File: src/rtl/axis_pkg.sv
// Shared types for the AXI4-Stream packet path: FIFO state encoding and the stored beat layout.
`timescale 1ns/1ps
package axis_pkg;

    typedef enum logic {ACCEPT, DROP} pfifo_state_e;

    localparam int AXIS_DATA_W = 32;

    typedef struct packed {
        logic                   last;
        logic [AXIS_DATA_W-1:0] data;
    } axis_beat_t;

endpackage

File: src/rtl/axis_pkt_mem.sv
// Beat storage for the packet FIFO: one synchronous write port, one asynchronous read port, no reset.
`timescale 1ns/1ps
module axis_pkt_mem #(
    parameter int DATA_W = 32,
    parameter int DEPTH  = 16,
    parameter int ADDR_W = $clog2(DEPTH)
) (
    input  logic              clk_i,
    input  logic              we_i,
    input  logic [ADDR_W-1:0] waddr_i,
    input  logic [DATA_W:0]   wdata_i,
    input  logic [ADDR_W-1:0] raddr_i,
    output logic [DATA_W:0]   rdata_o
);

    logic [DATA_W:0] mem_q [DEPTH];

    always_ff @(posedge clk_i) begin
        if (we_i) mem_q[waddr_i] <= wdata_i;
    end

    assign rdata_o = mem_q[raddr_i];

endmodule

File: src/rtl/axis_packet_fifo.sv
// Store-and-forward AXI4-Stream packet FIFO: packets become visible downstream only once their
// tlast beat is stored; packets longer than DEPTH beats are discarded whole and counted.
//   state  | meaning
//   ACCEPT | storing beats of the open packet, tready follows FIFO space
//   DROP   | swallowing the rest of an oversize packet until its tlast
`timescale 1ns/1ps
module axis_packet_fifo
    import axis_pkg::*;
#(
    parameter int  DATA_W = 32,
    parameter int  DEPTH  = 16,
    parameter int  CNT_W  = 16,
    localparam int ADDR_W = $clog2(DEPTH)
) (
    input  logic              axis_aclk,
    input  logic              axis_aresetn,
    input  logic [DATA_W-1:0] s0_axis_tdata,
    input  logic              s0_axis_tvalid,
    output logic              s0_axis_tready,
    input  logic              s0_axis_tlast,
    output logic [DATA_W-1:0] m0_axis_tdata,
    output logic              m0_axis_tvalid,
    input  logic              m0_axis_tready,
    output logic              m0_axis_tlast,
    output logic [ADDR_W:0]   pkt_count,
    output logic [CNT_W-1:0]  drop_count
);

    localparam logic [ADDR_W:0] DEPTH_P = (ADDR_W+1)'(DEPTH);
    localparam logic [ADDR_W:0] PTR_ONE = (ADDR_W+1)'(1);

    pfifo_state_e    state_q, state_d;
    logic [ADDR_W:0] wr_ptr_q, wr_ptr_d;
    logic [ADDR_W:0] wr_commit_q, wr_commit_d;
    logic [ADDR_W:0] rd_ptr_q, rd_ptr_d;
    logic [ADDR_W:0] pkt_cnt_q, pkt_cnt_d;
    logic [CNT_W-1:0] drop_cnt_q, drop_cnt_d;

    logic [ADDR_W:0] used, pend;
    logic            in_hs, out_hs, mem_we, commit;
    logic [DATA_W:0] rd_beat;

    assign used = wr_ptr_q - rd_ptr_q;
    assign pend = wr_ptr_q - wr_commit_q;

    // Ready is held low while reset is asserted so nothing is accepted into a clearing FIFO.
    assign s0_axis_tready = axis_aresetn && ((state_q == DROP) || (used != DEPTH_P));
    assign in_hs          = s0_axis_tvalid && s0_axis_tready;
    assign mem_we         = in_hs && (state_q == ACCEPT);

    assign m0_axis_tvalid = (rd_ptr_q != wr_commit_q);
    assign out_hs         = m0_axis_tvalid && m0_axis_tready;
    assign m0_axis_tlast  = rd_beat[DATA_W];
    assign m0_axis_tdata  = rd_beat[DATA_W-1:0];

    assign pkt_count  = pkt_cnt_q;
    assign drop_count = drop_cnt_q;

    axis_pkt_mem #(
        .DATA_W (DATA_W),
        .DEPTH  (DEPTH),
        .ADDR_W (ADDR_W)
    ) u_mem (
        .clk_i   (axis_aclk),
        .we_i    (mem_we),
        .waddr_i (wr_ptr_q[ADDR_W-1:0]),
        .wdata_i ({s0_axis_tlast, s0_axis_tdata}),
        .raddr_i (rd_ptr_q[ADDR_W-1:0]),
        .rdata_o (rd_beat)
    );

    always_comb begin
        state_d     = state_q;
        wr_ptr_d    = wr_ptr_q;
        wr_commit_d = wr_commit_q;
        drop_cnt_d  = drop_cnt_q;
        commit      = 1'b0;
        unique case (state_q)
            ACCEPT: begin
                if (in_hs) begin
                    if (s0_axis_tlast) begin
                        wr_ptr_d    = wr_ptr_q + PTR_ONE;
                        wr_commit_d = wr_ptr_q + PTR_ONE;
                        commit      = 1'b1;
                    end else if (pend + PTR_ONE == DEPTH_P) begin
                        // Packet cannot fit even in an empty FIFO: roll back and discard the rest.
                        wr_ptr_d = wr_commit_q;
                        state_d  = DROP;
                        if (drop_cnt_q != '1) drop_cnt_d = drop_cnt_q + CNT_W'(1);
                    end else begin
                        wr_ptr_d = wr_ptr_q + PTR_ONE;
                    end
                end
            end
            DROP: begin
                if (in_hs && s0_axis_tlast) state_d = ACCEPT;
            end
            default: state_d = ACCEPT;
        endcase
    end

    always_comb begin
        rd_ptr_d  = out_hs ? rd_ptr_q + PTR_ONE : rd_ptr_q;
        pkt_cnt_d = pkt_cnt_q;
        case ({commit, out_hs && m0_axis_tlast})
            2'b10:   pkt_cnt_d = pkt_cnt_q + PTR_ONE;
            2'b01:   pkt_cnt_d = pkt_cnt_q - PTR_ONE;
            default: pkt_cnt_d = pkt_cnt_q;
        endcase
    end

    always_ff @(posedge axis_aclk or negedge axis_aresetn) begin
        if (!axis_aresetn) begin
            state_q     <= ACCEPT;
            wr_ptr_q    <= '0;
            wr_commit_q <= '0;
            rd_ptr_q    <= '0;
            pkt_cnt_q   <= '0;
            drop_cnt_q  <= '0;
        end else begin
            state_q     <= state_d;
            wr_ptr_q    <= wr_ptr_d;
            wr_commit_q <= wr_commit_d;
            rd_ptr_q    <= rd_ptr_d;
            pkt_cnt_q   <= pkt_cnt_d;
            drop_cnt_q  <= drop_cnt_d;
        end
    end

endmodule

File: config.mk
export PLATFORM = sky130hd
export DESIGN_NAME = axis_packet_fifo
export DESIGN_NICKNAME = d
export VERILOG_FILES = /design/src/rtl/axis_pkg.sv /design/src/rtl/axis_pkt_mem.sv /design/src/rtl/axis_packet_fifo.sv
export SDC_FILE = /design/constraint.sdc
export NUM_CORES = 1
export LEC_CHECK = 0
export ABC_CLOCK_PERIOD_IN_PS = 7150
export CAP_MARGIN = 20
export CORE_UTILIZATION = 41
export CTS_CLUSTER_SIZE = 40
export DETAILED_ROUTE_END_ITERATION = 16
export MAX_ROUTING_LAYER = met4
export RECOVER_POWER = 100
export SKIP_CTS_REPAIR_TIMING = 1
export SLEW_MARGIN = 20
export SYNTH_ARGS = -nofsm -noshare
export SYNTH_HDL_FRONTEND = slang
export SYNTH_SLANG_ARGS = --single-unit
File: constraint.sdc
create_clock -name axis_aclk -period 7.15 [get_ports axis_aclk]
set_clock_uncertainty 0.2 [all_clocks]
set_input_delay 1.7875 -clock axis_aclk [delete_from_list [all_inputs] [get_ports axis_aclk]]
set_output_delay 1.7875 -clock axis_aclk [all_outputs]
set_load 0.02 [all_outputs]
==> impl_metrics.csv, run 1 <==
group,metric,value,unit
sta,fmax,168,MHz
detailed_routing,routed_via_density,5.48,
clock_network,insertion_delay,0.62,ns
sta,slew_violations,337,
detailed_routing,first_iter_violations,883,
synthesis,synth_area,22100,sq um
cells_and_area,layout-drive-gt1-share,21.9,%
setup_path,critPathLaunchType,"flop",
detailed_routing,vias,10100,
clock_network,cts_buffer_depth,3,
setup_path,worstSetupEndpointType,"flop",
placed_design,port-buffer-count,92,
power_and_ir_drop,vdd.ir_drop.worst,0.209,mV
power_and_ir_drop,finalPower,10.0,mW
hold_path,hold_class,"reg2reg",
die,start_util,41.8,%
sta,worst_pin_slew,3.20,ns
detailed_routing,detail-route-antenna-nets,0,
setup_path,crit_arrival,5.90,ns
synthesis,syn_area_per_cell,22.7,sq um
sta,period_share,83.3,%
grt,grt_pass1_vias,10700,
die,die-area,54900,sq um
grt,grt_max_degree,95,
grt,track_usage,17.9,%
sta,post-route-min-period,5.96,ns
synthesis,ys_ff_latch,565,
grt,grt_pass1_wl,69.2,mm
synthesis,netlist-cell-type-count,41,
synthesis,yosys_most_used_dff,"edfxtp_1",
grt,overflow,0,
detailed_routing,drc_errors,0,
outcome,violations,"capacitance limit, slew limit",
clock_network,clock_sinks,565,
power_and_ir_drop,powerDensity,390,nW/um^2
synthesis,synth_edf_count,528,
sta,slew_headroom,-113,%
synthesis,yosysSeqAreaShare,75.8,%
die,fp-row-count,84,
setup_path,critPathSlowestCell,"clkbuf_1",
setup_path,cp_cell_sequence,"buf_12 > ha_1 > nor3b_1 > xnor2_1 > o41a_1 > nand2_1 > nor4_1 > clkbuf_1",
power_and_ir_drop,leakage,8.34,nW
hold_path,min_from,"pkt_count[4]$_DFFE_PN0P_",
sta,grt_setup_unrepaired,"false",
setup_path,critical_path.max_fanout,54,
die,ios,93,
synthesis,synthCells,977,
cells_and_area,final_cells,1843,
synthesis,async_flop_share,6.55,%
setup_path,r2r-start,"rd_ptr_q[0]$_DFFE_PN0P_",
job,cap_violations,13,
placed_design,routabilityCongestion,0.757,
clock_network,clk_pin_slew_worst_paths,0.06,ns
clock_network,cts_tree,"built",
synthesis,synthesis.nets,1037,
setup_path,r2r_slack,1.19,ns
die,die_y,234,microns
setup_path,cp-startpoint,"rd_ptr_q[0]$_DFFE_PN0P_",
detailed_routing,wl,45.5,mm
cells_and_area,area_growth,16.1,%
grt,antenna_found_initial,4,
cells_and_area,final_nets,1164,
outcome,status,"complete, but fails checks",
placed_design,dp.cells,1733,
setup_path,path_class,"reg2reg",
clock_network,root_buffer,"clkbuf_16",
setup_path,crit_required,7.09,ns
sta,fin_tns_setup,0,ns
synthesis,yosysWarnings,0,
detailed_routing,dr.pass1.iters,6,
die,coreArea,53000,sq um
detailed_routing,post_drt_wl_per_cell,24.7,microns
die,die_x,234,microns
clock_network,numCtsBuffers,57,
setup_path,max_stage_delay,2.29,ns
placed_design,dp_hpwl,24.5,mm
clock_network,cts_max_level,2,
sta,setup_viol,0,
sta,hold_ws,0.262,ns
sta,hold_viol,0,
## synthesized netlist by cell type (3+ instances only)
library cell	n	area share (%)
edfxtp_1	528	72
mux4_2	165	17
dfrtp_1	37	4.2
clkbuf_1	25	0.42
ha_1	21	1.2
xnor2_1	19	0.75
inv_1	18	0.31
nand2_1	18	0.31
xor2_1	18	0.71
buf_2	13	0.29
nand3_1	13	0.29
and3_1	12	0.34
nor2_1	12	0.20
a21oi_1	10	0.23
o21ai_0	10	0.23
buf_1	7	0.12
nand4_1	7	0.20
nor4_1	6	0.17
and4_1	5	0.20
a21o_1	4	0.14
nor4b_1	4	0.16
nor3_1	3	0.068
## layer usage
layer  vias up  track usage, %  wire, microns
met3        55            2.87           2320
met5         -               -              0
li1       4370               -              -
met2       261            26.9          21600
met4         0            4.48            727
met1      5416            25.6          20900
## cell families after synthesis
kind of cell,synth area share (%)
DFF,75.8
muxes,17.0
and+or+nand+nor,2.23
buffers and inverters,1.28
adders and majority gates,1.37
AOI/OAI and AO/OA,0.780
xor gates and xnor gates,1.57
## through the flow
step / util [%] / area, sq um / worst slack (ns)
3_3_place_gp: 45.2 / 24000 / 1.81
6_report: 48.5 / 25700 / 1.19
3_5_place_dp: 45.2 / 24000 / 1.75
5_1_grt: 48.5 / 25700 / 0.665
2_1_floorplan: - / 22100 / 0.401
4_1_cts: 48.7 / 25800 / 1.41
## area by class of cell
cell class	count	area [sq um]
timing repair buffer	116	1070
fill	4342	27300
clock inverter	29	313
tap	688	861
sequential	565	16800
inverter	19	71.3
antenna	4	10.0
multi-input combinational	345	5050
clock buffer	77	1520
## worst paths after layout
kind / end / cells after the start
min in group asynchronous: pkt_count[1]$_DFFE_PN0P_ / 2
worst min register to register: pkt_count[4]$_DFFE_PN0P_ / 1
worst max register to register: u_mem.mem_q[3][30]$_DFFE_PP_ / 8
worst min-delay path: pkt_count[4]$_DFFE_PN0P_ / 1
max in group asynchronous: rd_ptr_q[1]$_DFFE_PN0P_ / 2
worst max-delay path: u_mem.mem_q[3][30]$_DFFE_PP_ / 8
## sequential cells by signal, summed over array words and instances, names as in the netlist
name and cells:
drop_count 16, wr_commit_q 5, wr_ptr_q 5, pkt_count 5, rd_ptr_q 5, u_mem.mem_q 528
state_q 1
## layout by cell type, fill, tap and decap left out, types with 7 or more instances in the layout
| cell | instances |
|---|---|
| inv_1 | 18 |
| a21oi_1 | 10 |
| clkinv_1 | 13 |
| clkbuf_16 | 58 |
| edfxtp_1 | 528 |
| o21ai_0 | 10 |
| mux4_2 | 165 |
| xnor2_1 | 19 |
| ha_1 | 21 |
| and3_1 | 12 |
| dfrtp_1 | 34 |
| clkbuf_1 | 36 |
| nand4_1 | 7 |
| nand2_1 | 18 |
| xor2_1 | 18 |
| dlygate4sd3_1 | 86 |
| nand3_1 | 14 |
| nor2_1 | 12 |
## power breakdown
| part | switching (mW) | leakage (nW) | internal [mW] |
|---|---|---|---|
| combinational | 1.52 | 2.22 | 1.52 |
| clock | 1.23 | 0.879 | 1.68 |
| sequential | 0.216 | 5.23 | 3.86 |
| total | 2.97 | 8.34 | 7.06 |
## worst max-delay path: cells and delay by family, from the launching register on
kind | cells | cell delay, ns
AOI/OAI and AO/OA | 1 | 0.31
xor gates and xnor gates | 1 | 0.17
adders and majority gates | 1 | 0.23
buffers and inverters | 2 | 2.71
DFF | 1 | 0.75
and+or+nand+nor | 3 | 1.05
Power figures use the tool's default switching activity.
==> run 2: changes to the inputs <==
ABC_CLOCK_PERIOD_IN_PS = 5800   (was 7150)
clock period = 5.8 ns   (was 7.15 ns; I/O delays follow)
==> impl_metrics.csv, run 2 (synthesis gave the netlist of run 1 again) <==
group,metric,value,unit
outcome,status,"complete, but fails checks",
outcome,violations,"capacitance limit, slew limit",
sta,slew_headroom,-33.9,%
die,coreArea,53000,sq um
cells_and_area,top_register,"u_mem.mem_q",
setup_path,critPathLaunchType,"flop",
grt,overflow,0,
grt,grt_max_degree,58,
detailed_routing,wl,46.8,mm
job,cap_violations,1,
hold_path,hold_class,"reg2reg",
cells_and_area,area_growth,16.4,%
setup_path,worstSetupEndpointType,"output port",
detailed_routing,vias,10200,
setup_path,max_stage_delay,0.69,ns
placed_design,dp_hpwl,26.0,mm
grt,track_usage,18.2,%
cells_and_area,final_nets,1176,
detailed_routing,detail-route-antenna-nets,0,
clock_network,cts_buffer_depth,3,
power_and_ir_drop,powerDensity,480,nW/um^2
setup_path,path_class,"reg2out",
cells_and_area,layout-drive-gt1-share,23.0,%
clock_network,numCtsBuffers,56,
sta,setup_viol,0,
detailed_routing,routed_via_density,5.49,
setup_path,r2r_slack,0.67,ns
placed_design,port-buffer-count,92,
detailed_routing,dr.max_layer_used,"met4",
sta,period_share,90.4,%
power_and_ir_drop,vdd.ir_drop.worst,0.248,mV
power_and_ir_drop,leakage,8.38,nW
sta,slew_violations,38,
setup_path,crit_required,4.15,ns
sta,post-route-min-period,5.24,ns
sta,grt_setup_unrepaired,"false",
sta,fin_tns_setup,0,ns
clock_network,clk_pin_slew_worst_paths,0.06,ns
power_and_ir_drop,finalPower,12.4,mW
cells_and_area,layout_common_cells,"528 x edfxtp_1, 165 x mux4_2, 83 x dlygate4sd3_1",
sta,worst_pin_slew,2.01,ns
setup_path,critPathSlowestCell,"dlygate4sd3_1",
sta,fmax,191,MHz
clock_network,clock_sinks,565,
grt,grt_pass1_vias,10600,
detailed_routing,first_iter_violations,821,
detailed_routing,wl_met2,22.3,mm
clock_network,cts_tree,"built",
setup_path,critical_path.max_fanout,15,
cells_and_area,largest_register_ffs,528,
detailed_routing,post_drt_wl_per_cell,25.2,microns
detailed_routing,wl_met1,20.9,mm
cells_and_area,final_common_cell,"edfxtp_1",
die,die_y,234,microns
sta,hold_viol,0,
setup_path,cp_common_cell,"mux4_2",
detailed_routing,wl_met3,2.88,mm
die,die_x,234,microns
setup_path,crit_arrival,3.59,ns
die,fp-row-count,84,
placed_design,routabilityCongestion,0.768,
die,ios,93,
die,die-area,54900,sq um
die,start_util,41.8,%
detailed_routing,drc_errors,0,
detailed_routing,dr.pass1.iters,5,
clock_network,insertion_delay,0.60,ns
setup_path,cp_cell_sequence,"clkbuf_2 > mux4_2 > mux4_2 > dlygate4sd3_1",
grt,grt_pass1_wl,69.8,mm
clock_network,cts_max_level,2,
clock_network,root_buffer,"clkbuf_16",
grt,antenna_found_initial,9,
run 2: path summary, 6_finish.rpt:
check / end / startpoint / cells past startpoint
max: m0_axis_tdata[19] / rd_ptr_q[0]$_DFFE_PN0P_ / 4
min in group asynchronous: pkt_count[3]$_DFFE_PN0P_ / axis_aresetn / 2
min: pkt_count[4]$_DFFE_PN0P_ / pkt_count[4]$_DFFE_PN0P_ / 1
max reg2reg: u_mem.mem_q[10][2]$_DFFE_PP_ / rd_ptr_q[0]$_DFFE_PN0P_ / 9
max in group asynchronous: rd_ptr_q[0]$_DFFE_PN0P_ / axis_aresetn / 2
min reg2reg: pkt_count[4]$_DFFE_PN0P_ / pkt_count[4]$_DFFE_PN0P_ / 1
run 2: report_power, final:
group	internal (mW)	switching, mW
Combinational	1.90	1.90
Clock	2.03	1.52
Sequential	4.75	0.277
Total	8.68	3.70
run 2: through the flow:
step / hold WS (ns) / area [sq um] / utilization, % / setup slack (ns) / instances
floorplan: 0.263 / 22100 / - / -0.949 / 977
global placement: 0.265 / 24100 / 45.5 / 1.38 / 1746
detailed placement: 0.289 / 24100 / 45.5 / 1.36 / 1746
CTS: 0.297 / 25900 / 48.9 / 0.763 / 1851
global route: 0.321 / 25800 / 48.6 / 0.348 / 1857
finish: 0.285 / 25800 / 48.6 / 0.557 / 1858
run 2: area by class of cell:
| class | instances | area, sq um |
|---|---|---|
| Timing Repair Buffer | 129 | 1140 |
| Clock inverter | 36 | 349 |
| Antenna cell | 7 | 17.5 |
| Inverter | 19 | 71.3 |
| Clock buffer | 69 | 1470 |
| Tap cell | 688 | 861 |
| Multi-Input combinational cell | 345 | 5060 |
| Fill cell | 4335 | 27200 |
| Sequential cell | 565 | 16800 |
run 2: critical path, delay by kind of cell (launching register included):
kind | cells | cell delay (ns)
multiplexers | 2 | 1.14
buffers and inverters | 2 | 1.23
flip-flops | 1 | 0.61
run 2: per-layer routing:
metal / vias up / GRT usage [%]
li1: 4389 / -
met1: 5455 / 25.4
met2: 297 / 27.9
met3: 59 / 3.28
met4: 0 / 4.50
met5: - / -
